[src/rtl/hazard_pkg.sv]
// Shared types and constants for the ID/EX hazard controller.
// Used by hazard_cnt and idex_hazard_ctrl.
package hazard_pkg;

   typedef enum logic [1:0] {
      RUN   = 2'd0,
      STALL = 2'd1,
      FLUSH = 2'd2
   } hzState_t;

   localparam logic [4:0]  REG_ZERO = 5'd0;
   localparam logic [31:0] MIPS_NOP = 32'h0000_0000;

endpackage

[src/rtl/hazard_cnt.sv]
// Loadable down-counter with an is-one flag; sequences stall/flush length.
// Load wins over decrement; decrement saturates at zero.
module hazard_cnt #(
   parameter int W = 3
) (
   input  logic         clk,
   input  logic         rst_n,
   input  logic         load,
   input  logic [W-1:0] loadVal,
   input  logic         dec,
   output logic [W-1:0] cnt,
   output logic         isOne
);

   always_ff @(posedge clk or negedge rst_n) begin
      if (!rst_n)
         cnt <= '0;
      else if (load)
         cnt <= loadVal;
      else if (dec && cnt != '0)
         cnt <= cnt - 1'b1;
   end

   assign isOne = (cnt == W'(1));

endmodule

[src/rtl/idex_hazard_ctrl.sv]
// ID/EX load-use stall and control-hazard flush sequencer.
// Define HAZARD_PERF_EN to add stall_cycles/flush_cycles counters.
module idex_hazard_ctrl
   import hazard_pkg::*;
#(
   parameter int LOAD_USE_CYCLES = 1,
   parameter int FLUSH_SLOTS     = 2,
   parameter int CNT_W           = 3
) (
   input  logic        clk,
   input  logic        rst_n,
   input  logic [4:0]  id_rs,
   input  logic [4:0]  id_rt,
   input  logic        id_uses_rt,
   input  logic        ex_mem_read,
   input  logic [4:0]  ex_rt,
   input  logic        ex_jump,
   input  logic        ex_branch_taken,
   output logic        pc_write,
   output logic        ifid_write,
   output logic        idex_bubble,
   output logic        ifid_flush,
`ifdef HAZARD_PERF_EN
   output logic [15:0] stall_cycles,
   output logic [15:0] flush_cycles,
`endif
   output logic        busy
);

   localparam logic [CNT_W-1:0] STALL_LOAD = CNT_W'(LOAD_USE_CYCLES - 1);
   localparam logic [CNT_W-1:0] FLUSH_LOAD = CNT_W'(FLUSH_SLOTS - 1);

   hzState_t         state;
   logic             lu, ctl;
   logic             cntLoad, cntDec, cntIsOne;
   logic [CNT_W-1:0] cntLoadVal, cnt;

   assign lu = ex_mem_read && (ex_rt != REG_ZERO) &&
               ((ex_rt == id_rs) || (id_uses_rt && ex_rt == id_rt));
   assign ctl = ex_jump || ex_branch_taken;

   always_comb begin
      pc_write    = 1'b1;
      ifid_write  = 1'b1;
      idex_bubble = 1'b0;
      ifid_flush  = 1'b0;
      cntLoad     = 1'b0;
      cntLoadVal  = '0;
      cntDec      = 1'b0;
      unique case (state)
         RUN: begin
            if (ctl) begin
               ifid_flush  = 1'b1;
               idex_bubble = 1'b1;
               cntLoad     = (FLUSH_SLOTS > 1);
               cntLoadVal  = FLUSH_LOAD;
            end else if (lu) begin
               pc_write    = 1'b0;
               ifid_write  = 1'b0;
               idex_bubble = 1'b1;
               cntLoad     = (LOAD_USE_CYCLES > 1);
               cntLoadVal  = STALL_LOAD;
            end
         end
         STALL: begin
            idex_bubble = 1'b1;
            if (ctl) begin
               ifid_flush = 1'b1;
               cntLoad    = 1'b1;
               cntLoadVal = FLUSH_LOAD;
            end else begin
               pc_write   = 1'b0;
               ifid_write = 1'b0;
               cntDec     = 1'b1;
            end
         end
         FLUSH: begin
            ifid_flush  = 1'b1;
            idex_bubble = 1'b1;
            cntDec      = 1'b1;
         end
         default: ;
      endcase
   end

   assign busy = (state != RUN);

   always_ff @(posedge clk or negedge rst_n) begin
      if (!rst_n) begin
         state <= RUN;
      end else begin
         unique case (state)
            RUN: begin
               if (ctl && FLUSH_SLOTS > 1)
                  state <= FLUSH;
               else if (!ctl && lu && LOAD_USE_CYCLES > 1)
                  state <= STALL;
            end
            STALL: begin
               if (ctl)
                  state <= (FLUSH_SLOTS > 1) ? FLUSH : RUN;
               else if (cntIsOne)
                  state <= RUN;
            end
            FLUSH: begin
               if (cntIsOne)
                  state <= RUN;
            end
            default: state <= RUN;
         endcase
      end
   end

   hazard_cnt #(.W(CNT_W)) uCnt (
      .clk     (clk),
      .rst_n   (rst_n),
      .load    (cntLoad),
      .loadVal (cntLoadVal),
      .dec     (cntDec),
      .cnt     (cnt),
      .isOne   (cntIsOne)
   );

`ifdef HAZARD_PERF_EN
   always_ff @(posedge clk or negedge rst_n) begin
      if (!rst_n) begin
         stall_cycles <= '0;
         flush_cycles <= '0;
      end else begin
         if (!pc_write && stall_cycles != 16'hFFFF)
            stall_cycles <= stall_cycles + 16'd1;
         if (ifid_flush && flush_cycles != 16'hFFFF)
            flush_cycles <= flush_cycles + 16'd1;
      end
   end
`endif

endmodule

[config.mk]
export PLATFORM = sky130hd
export DESIGN_NAME = idex_hazard_ctrl
export DESIGN_NICKNAME = d
export VERILOG_FILES = /design/src/rtl/hazard_pkg.sv /design/src/rtl/hazard_cnt.sv /design/src/rtl/idex_hazard_ctrl.sv
export SDC_FILE = /design/constraint.sdc
export NUM_CORES = 1
export LEC_CHECK = 0
export ABC_AREA = 1
export BUFFER_PORTS_ARGS = -buffer_cell sky130_fd_sc_hd__buf_4
export CAP_MARGIN = 20
export CORE_AREA = 4 4 48 50
export CTS_BUF_LIST = sky130_fd_sc_hd__clkbuf_8
export CTS_CLUSTER_SIZE = 12
export DETAILED_ROUTE_END_ITERATION = 16
export DIE_AREA = 0 0 52 54
export HOLD_SLACK_MARGIN = 0.12
export SYNTH_ARGS = -nofsm -noshare
export SYNTH_HDL_FRONTEND = slang
export SYNTH_HIERARCHICAL = 1
export SYNTH_SLANG_ARGS = --single-unit
[constraint.sdc]
create_clock -name clk -period 1.5 [get_ports clk]
set_input_delay 0 -clock clk [delete_from_list [all_inputs] [get_ports clk]]
set_output_delay 0 -clock clk [all_outputs]
set_load 0.005 [all_outputs]
==> flow_summary.yaml <==
synth:
  ys_types: 22
  synthesis.area_um2: 688
  synth_area_leaders: "nand2_1 (22%), dfrtp_1 (18%), inv_1 (13%), ha_1 (13%), o21ai_0 (4.4%)"
  ys_ff_latch: 5
  netlist_instances: 120
  synth_top_family_by_area: "simple AND/OR/NAND/NOR gates"
  synth-simple-area-share: 0.369
  postSynth.asyncResetShare: 1.00
  synth_compound_area_frac: 0.135
  syn_avg_cell_area_um2: 5.73
  synth-xor-area-share: 0.0127
  synthMostInstantiatedCell: "nand2_1"
  post-synth-top-area-cell: "nand2_1"
  yosysSeqAreaShare: 0.182
  muxShareOfSynthArea: 0
  synth_warnings: 6
  yosysTopAreaCellShare: 0.224
  ys.flop_type: "dfrtp_1"
  synth_edf_count: 0
  yosys.area_share.adder: 0.127
  synth_commonest_cells: "nand2_1 (41), inv_1 (24), nor2_1 (8)"
floorplanning:
  start_util: 0.362
  fp-row-count: 16
  die_x_um: 52
  design.portCount: 26
  die_y_um: 54
  dieArea_mm2: 0.00281
  coreArea_mm2: 0.00190
clocking:
  cts_setup_buffers: 0
  cts_sinks: 5
  cts_tree: "yes"
  path_clk_slew_ps: 40
  cts_buffers: 3
  clk_latency_ps: 220
  clock_path_buffers: 2
  root_buffer: "clkbuf_8"
  htreeDepth: 1
critical_path:
  r2r_start: "state[0]$_DFFE_PN0P_"
  cp_top_family: "flip-flops"
  worstPathArrival_ps: 1510
  crit_type: "reg -> reg"
  cp_num_buf_inv: 3
  crit_path_end_kind: "flip-flop"
  cpMostUsedCell: "nand2_1"
  slowest_stage: "dfrtp_1"
  critPathLaunch: "state[0]$_DFFE_PN0P_"
  path_depth: 9
  cp-endpoint: "uCnt/cnt[2]$_DFFE_PN0P_"
  critical-path-max-stage-delay_ps: 370
  critical_path_peak_fanout: 8
  rr_worst_depth: 9
  rrSetupSlack_ps: 100
  critical_path.cell_chain: "buf_4 > ha_1 > inv_1 > a21oi_4 > inv_2 > nand3_1 > nand2_1 > nand2_1 > nand2_1"
  worstPathRequired_ps: 1610
  cp-start-kind: "flip-flop"
  regToRegEndpoint: "uCnt/cnt[2]$_DFFE_PN0P_"
sta:
  whs_ps: 219
  min_period_ps: 1400
  max_freq_mhz: 714
  setup_slack_ps: 99.0
  hold_viol_final: 0
  period_share: 0.934
  grt_setup_unrepaired: "no"
  finClkSkew_ps: 4.27
  fin_tns_setup_ps: 0
  slew_viol_final: 0
  finalSetupViolCount: 0
global_routing:
  grt_pass1_wl_mm: 2.65
  grt_max_degree: 9
  grt_pass1_vias: 640
  gr-total-overflow: 0
  antenna_found_initial: 0
  track_usage: 0.124
placed_design:
  io_buffers: 25
  dp_slack_ps: -7.24
  dp_hpwl_mm: 1.31
  gp_routability_congestion: 0.856
layout:
  fin_nets: 183
  layout-drive-gt1-share: 0.305
  area_growth_syn_to_layout_pct: 46.4
  antenna_cells: 0
worst_hold_path:
  worstHoldPathType: "in -> reg"
  holdPathStages: 6
job:
  maxCapViolCount: 0
route:
  drc: 0
  ant_nets: 0
  drtIter0Drc: 29
  drt-wirelength-per-cell_um: 8.63
  via_per_inst: 4.12
  vias: 746
  drt_pass1_iterations: 4
  postRouteWirelength_mm: 1.56
power:
  power_density_mw_per_mm2: 1270
  p_leak_nw: 0.597
  ir_drop_uv: 1190
run_status:
  status: "finished clean"
per-stage QoR:
stage / cells / util / area [um2] / total power, W
after floorplan: 121 / - / 696 / 0.000746
after global placement: 175 / 0.490 / 932 / 0.00101
after detailed placement: 175 / 0.490 / 932 / 0.00101
after CTS: 181 / 0.528 / 1000 / 0.00127
after global routing: 181 / 0.530 / 1010 / 0.00141
final: 181 / 0.530 / 1010 / 0.00127
worst register-to-register path, delay by kind of cell (launching register included):
kind | cells | cell delay (ps)
AOI/OAI and AO/OA | 1 | 210
adders and majority gates | 1 | 180
buffers and inverters | 3 | 310
DFF | 1 | 370
and+or+nand+nor | 4 | 230
layer usage:
layer | track usage | vias up | part of all wire
li1 | - | 422 | -
met2 | 0.205 | 19 | 0.48
met3 | 0.0360 | 0 | 0.071
met1 | 0.164 | 305 | 0.45
met4 | 0.0131 | 0 | 0
met5 | 0 | - | 0
state kept, by name (all words and copies together) (netlist names):
signal,count
state,2
uCnt/cnt,3
kinds of logic (layout without fill, tap and decap cells):
logic type | Yosys count | after routing
buffers and inverters | 30 | 63
AO/OA/AOI/OAI | 16 | 16
XOR/XNOR | 1 | 1
flip-flops | 5 | 5
adder cells (fa/ha/maj) | 7 | 7
other | 1 | 2
AND/OR/NAND/NOR | 60 | 60
worst min-delay path by stage:
stage / endpoint / start / slack, ps
6_report: state[0]$_DFFE_PN0P_ / ex_jump / 220
3_3_place_gp: state[1]$_DFFE_PN0P_ / rst_n / -200
4_1_cts: state[0]$_DFFE_PN0P_ / ex_jump / 210
3_5_place_dp: state[1]$_DFFE_PN0P_ / rst_n / -200
5_1_grt: state[0]$_DFFE_PN0P_ / ex_jump / 270
2_1_floorplan: state[0]$_DFFE_PN0P_ / rst_n / -300
power breakdown:
part           internal [W]  switching, W
clock              0.000175     0.0000664
sequential         0.000194     0.0000370
combinational      0.000374      0.000428
final cells by class:
| class | instances | area, um2 |
|---|---|---|
| Clock buffer | 3 | 41.3 |
| Clock inverter | 1 | 3.75 |
| Fill cell | 187 | 895 |
| Inverter | 29 | 109 |
| Multi-Input combinational cell | 86 | 464 |
| Sequential cell | 5 | 125 |
| Tap cell | 27 | 33.8 |
| Timing Repair Buffer | 30 | 230 |
cell usage in the layout (no fill, tap or decap):
cell type / n
ha_1: 6
clkbuf_8: 3
a21oi_1: 3
buf_4: 28
o21ai_0: 5
inv_2: 8
nor2_1: 8
nor3_1: 1
a21oi_4: 1
a21boi_1: 1
a21oi_2: 1
nand2_4: 1
nor2_2: 1
nand2_1: 41
a211o_1: 1
nand3_2: 1
xnor2_1: 1
o21ai_1: 3
nand2_2: 2
dfrtp_1: 5
dlygate4sd3_1: 2
ha_2: 1
nand3_1: 5
conb_1: 2
a211oi_1: 1
inv_1: 22
what timing repair did:
action | 4_1_cts | 5_1_grt
hold endpoints to repair | 5 | 0
pin swaps | 0 | 1
gates resized for setup | 1 | 6
hold buffers | 2 | 0
endpoints found under the setup margin | 1 | 5
Note: power is estimated with default switching activity, not from simulation.
